**config.mk**
```make
export PLATFORM = sky130hd
export DESIGN_NAME = johnson_counter_gen
export DESIGN_NICKNAME = d
export VERILOG_FILES = /design/src/rtl/johnson_counter_gen.sv
export SDC_FILE = /design/constraint.sdc
export NUM_CORES = 1
export LEC_CHECK = 0
export BUFFER_PORTS_ARGS = -buffer_cell sky130_fd_sc_hd__buf_2
export CAP_MARGIN = 15
export CORE_AREA = 2 2 42 44
export DETAILED_ROUTE_END_ITERATION = 7
export DIE_AREA = 0 0 44 46
export HOLD_SLACK_MARGIN = 0.15
export PLACE_DENSITY = 0.66
export SLEW_MARGIN = 0
export SYNTH_ARGS = -nofsm -noshare
export SYNTH_HDL_FRONTEND = slang
export SYNTH_SLANG_ARGS = --single-unit
export TNS_END_PERCENT = 100
```
**constraint.sdc**
```tcl
create_clock -name clk -period 2.8 [get_ports clk]
set_clock_uncertainty 0.2 [all_clocks]
set_input_delay 0.28 -clock clk [delete_from_list [all_inputs] [get_ports clk]]
set_output_delay 0.28 -clock clk [all_outputs]
set_load 0.01 [all_outputs]
```
**src/rtl/johnson_counter_gen.sv**
```systemverilog
// Parametrised Johnson / ring shift-register sequencer with parallel load,
// illegal-state self-correction, phase decode and wrap/fault pulses.
module johnson_counter_gen #(
  parameter int WIDTH = 4,
  parameter int PW    = $clog2(2*WIDTH)
) (
  input  logic             clk,
  input  logic             rst,
  input  logic             en,
  input  logic             dir,
  input  logic             mode,
  input  logic             load,
  input  logic [WIDTH-1:0] load_val,
  output logic [WIDTH-1:0] q,
  output logic [PW-1:0]    phase,
  output logic             legal,
  output logic             wrap,
  output logic             fault
);

  localparam int NS = 2*WIDTH;

  // Johnson phase p: p ones from the MSB (p <= WIDTH), otherwise
  // (p - WIDTH) zeros from the MSB followed by ones.
  function automatic logic [WIDTH-1:0] johnson_pat(input int p);
    logic [WIDTH-1:0] pat;
    for (int b = 0; b < WIDTH; b++) begin
      if (p <= WIDTH) pat[b] = (b >= WIDTH - p);
      else            pat[b] = (b < NS - p);
    end
    return pat;
  endfunction

  function automatic logic [WIDTH-1:0] ring_pat(input int p);
    logic [WIDTH-1:0] pat;
    pat = '0;
    pat[WIDTH-1-p] = 1'b1;
    return pat;
  endfunction

  logic [WIDTH-1:0] q_q, q_d;
  logic             wrap_q, wrap_d;
  logic             fault_q, fault_d;

  logic [NS-1:0]    j_hit;
  logic [WIDTH-1:0] r_hit;
  logic [PW-1:0]    phase_c;
  logic             legal_c;
  logic [WIDTH-1:0] rs_val;
  logic [WIDTH-1:0] step_val;
  logic [WIDTH-1:0] last_pat;

  generate
    for (genvar gi = 0; gi < NS; gi++) begin : g_jhit
      assign j_hit[gi] = (q_q == johnson_pat(gi));
    end
    for (genvar gi = 0; gi < WIDTH; gi++) begin : g_rhit
      assign r_hit[gi] = (q_q == ring_pat(gi));
    end
  endgenerate

  // At most one hit is ever set, so OR-ing the matching indices is an encoder.
  always_comb begin
    phase_c = '0;
    legal_c = 1'b0;
    if (mode) begin
      for (int p = 0; p < WIDTH; p++) begin
        if (r_hit[p]) phase_c = phase_c | PW'(p);
      end
      legal_c = |r_hit;
    end else begin
      for (int p = 0; p < NS; p++) begin
        if (j_hit[p]) phase_c = phase_c | PW'(p);
      end
      legal_c = |j_hit;
    end
  end

  // The last phase is 0..01 in both modes.
  assign rs_val   = mode ? {1'b1, {(WIDTH-1){1'b0}}} : '0;
  assign last_pat = {{(WIDTH-1){1'b0}}, 1'b1};

  always_comb begin
    step_val = q_q;
    case ({mode, dir})
      2'b00: step_val = {~q_q[0], q_q[WIDTH-1:1]};
      2'b01: step_val = {q_q[WIDTH-2:0], ~q_q[WIDTH-1]};
      2'b10: step_val = {q_q[0], q_q[WIDTH-1:1]};
      2'b11: step_val = {q_q[WIDTH-2:0], q_q[WIDTH-1]};
      default: step_val = q_q;
    endcase
  end

  always_comb begin
    q_d     = q_q;
    wrap_d  = 1'b0;
    fault_d = 1'b0;
    if (load) begin
      q_d = load_val;
    end else if (en && legal_c) begin
      q_d    = step_val;
      wrap_d = dir ? (step_val == last_pat) : (step_val == rs_val);
    end else if (en) begin
      q_d     = rs_val;
      fault_d = 1'b1;
    end
  end

  always_ff @(posedge clk) begin
    if (rst) begin
      q_q     <= rs_val;
      wrap_q  <= 1'b0;
      fault_q <= 1'b0;
    end else begin
      q_q     <= q_d;
      wrap_q  <= wrap_d;
      fault_q <= fault_d;
    end
  end

  assign q     = q_q;
  assign phase = phase_c;
  assign legal = legal_c;
  assign wrap  = wrap_q;
  assign fault = fault_q;

endmodule

```
==> impl_results.md <==
- Outcome: completed
- Total clock sinks: 6
- Number of max-cap violations: 0
- DR iter-0 viols: 10
- Worst path slowest cell: edfxtp_1
- Worst VDD drop: 318 uV
- Critical path depth in cells: 5
- Post-place setup slack: 395 ps
- Slew of the pin with the lowest slew margin: 383 ps
- Die H: 46 um
- Leakage power: 0.305 nW
- Die area: 2020 um^2
- Clock Tree Root: clkbuf_4
- Req. time, crit path: 2600 ps
- CTS clk-pin slew, worst paths: 50 ps
- Synthesized Nets: 80
- FP Rows: 15
- Die width: 44 um
- Kind of critical path: register to register
- Hold-critical path depth: 3
- Design Power: 0.296 mW
- Final min period: 2400 ps
- Final #Nets: 99
- Routability cong.: 0.774
- Clock Latency Late Sink: 250 ps
- Synthesized area per cell: 7.92 um^2
- CP bufs+invs: 0
- Final wirelength: 1310 um
- Distinct cells, synth: 32
- Setup bufs post-CTS: 0
- Largest net degree at the start of global routing: 13
- Port Buffers: 19
- DP Area: 627 um^2
- N_diodes: 0
- Slew Viols, Final: 0
- Critical path peak fanout: 11
- Count of final setup violators: 0
- Synth warnings: 0
- Commonest non-fill, non-tap cell in the layout: buf_2
- Fillers: 177
- Most frequent cells in the layout: buf_2, nand2_1, a21oi_1
- H-tree levels: 1
- Final hold vios: 0
- Final WS setup: 403 ps
- Crit-path leading delay family: compound AO/OA/AOI/OAI gates
- Worst slew margin: 0.745
- Gr usage total: 0.148
- Sum of negative setup slack: 0 ps
- Gr ovfl total: 0
- DRC viols: 0
- DRT antenna net count: 0
- Sequential area share after synthesis: 0.289
- CORE AREA: 1610 um^2
- Post-Syn Area: 554 um^2
- Post-route cell area: 673 um^2
- Per-cell routed wire length: 12.5 um
- Final clock period utilization by the worst path: 0.856
- Initial antenna violation count: 0
- CTS Buf Count: 3
- TritonRoute pass-1 iters: 4
- Startpoint Class: register
- Gate Count Post-Synth: 70
- Ports: 20
- Vias in the first global route: 506
- DP HPWL: 956 um
- Cell chain of the critical path: or2_1 > o21ba_1 > a311o_2 > o31a_1 > o22a_1
- Power density cells: 440 nW/um^2
- Share of layout cells above drive strength 1: 0.273
- Critical Path Max Stage Delay: 540 ps
- Fmax: 0.417 GHz
- Vias: 560
- First-pass GRT wire length: 2180 um
- Hold WC Path Type: primary input to register
- CP endpoint kind: register
- CTS resizes: 0
- Reg2Reg Depth: 5
- Setup repair after global routing missed its margin: false
- CTS tree: done
- Worst EP arrival: 2200 ps
- Clock Tree Buf Depth: 2
- DR vias/cell: 5.33
- P&R area growth vs syn: 21.4%
- Yosys reg bits: 6
- Starting Density: 0.343
-- report_power, final --
part / internal (mW) / switching [mW]
registers: 0.102 / 0.0157
clock network: 0.0541 / 0.0324
logic: 0.0440 / 0.0476
-- metrics by stage --
stage / hold slack [ps] / util / std cells
CTS: 177 / 0.417 / 105
floorplan: 157 / - / 70
global route: 215 / 0.417 / 105
global placement: 362 / 0.388 / 99
detailed placement: 361 / 0.388 / 99
finish: 190 / 0.417 / 105
-- synthesized netlist by cell type (all sizes together) --
| master | n | area [um^2] |
|---|---|---|
| a211o | 1 | 8.76 |
| a21o | 1 | 8.76 |
| a21oi | 6 | 30.0 |
| a311o | 1 | 11.3 |
| a31oi | 1 | 6.26 |
| and3b | 1 | 8.76 |
| buf | 4 | 32.5 |
| clkbuf | 3 | 11.3 |
| dfxtp | 2 | 40.0 |
| edfxtp | 4 | 120 |
| inv | 4 | 15.0 |
| mux2i | 2 | 20.0 |
| nand2 | 8 | 30.0 |
| nand2b | 2 | 12.5 |
| nor2 | 5 | 18.8 |
| nor2b | 2 | 12.5 |
| nor3 | 2 | 10.0 |
| nor4 | 1 | 6.26 |
| nor4b | 1 | 8.76 |
| o21ai | 4 | 20.0 |
| o21ba | 1 | 10.0 |
| o22a | 1 | 8.76 |
| o311a | 1 | 10.0 |
| o31a | 1 | 8.76 |
| o32ai | 2 | 17.5 |
| or2 | 1 | 6.26 |
| or2b | 1 | 7.51 |
| or3 | 3 | 18.8 |
| xnor2 | 1 | 8.76 |
| xor2 | 3 | 26.3 |
-- worst min-delay path, stage by stage --
cell     delay (ps)
buf_2            80
nand2_1          40
a21oi_1         120
-- path summary, 6_finish.rpt --
kind | startpoint | end | slack (ps)
setup / recovery | q[3]$_DFFE_PP_ | q[3]$_DFFE_PP_ | 400
hold / removal | load_val[2] | q[2]$_SDFFCE_PP0P_ | 190
setup reg to reg | q[3]$_DFFE_PP_ | q[3]$_DFFE_PP_ | 400
hold reg to reg | q[2]$_SDFFCE_PP0P_ | wrap$_SDFF_PP0_ | 630
-- repair_timing --
item,in CTS,in global routing
setup endpoints to repair,0,0
endpoints found under the hold margin,1,0
hold buffers,2,0
-- layout make-up --
type,count,area (um^2),share of cell area
Timing Repair Buffer,21,115,0.171
Multi-Input combinational cell,53,335,0.498
Tap cell,17,21.3,0.0316
Sequential cell,6,160,0.238
Clock buffer,4,26.3,0.0390
Inverter,4,15.0,0.0223
-- metal layers --
metal  part of all wire  vias up  track usage
li1                   -      283            -
met1               0.43      256        0.184
met2               0.50       21        0.241
met3              0.066        0       0.0476
met4                  0        0       0.0485
met5                  0        -            0
-- sequential cells by signal, indices dropped and copies added (netlist names) --
signal  cells
wrap        1
fault       1
q           4
-- cells by family after synthesis --
group                  synth area share
XOR/XNOR                         0.0632
multiplexers                     0.0361
AO/OA/AOI/OAI                     0.253
flip-flops                        0.289
AND/OR/NAND/NOR                   0.253
buffers and inverters             0.106
No activity file was read; power rests on OpenSTA's default activity.
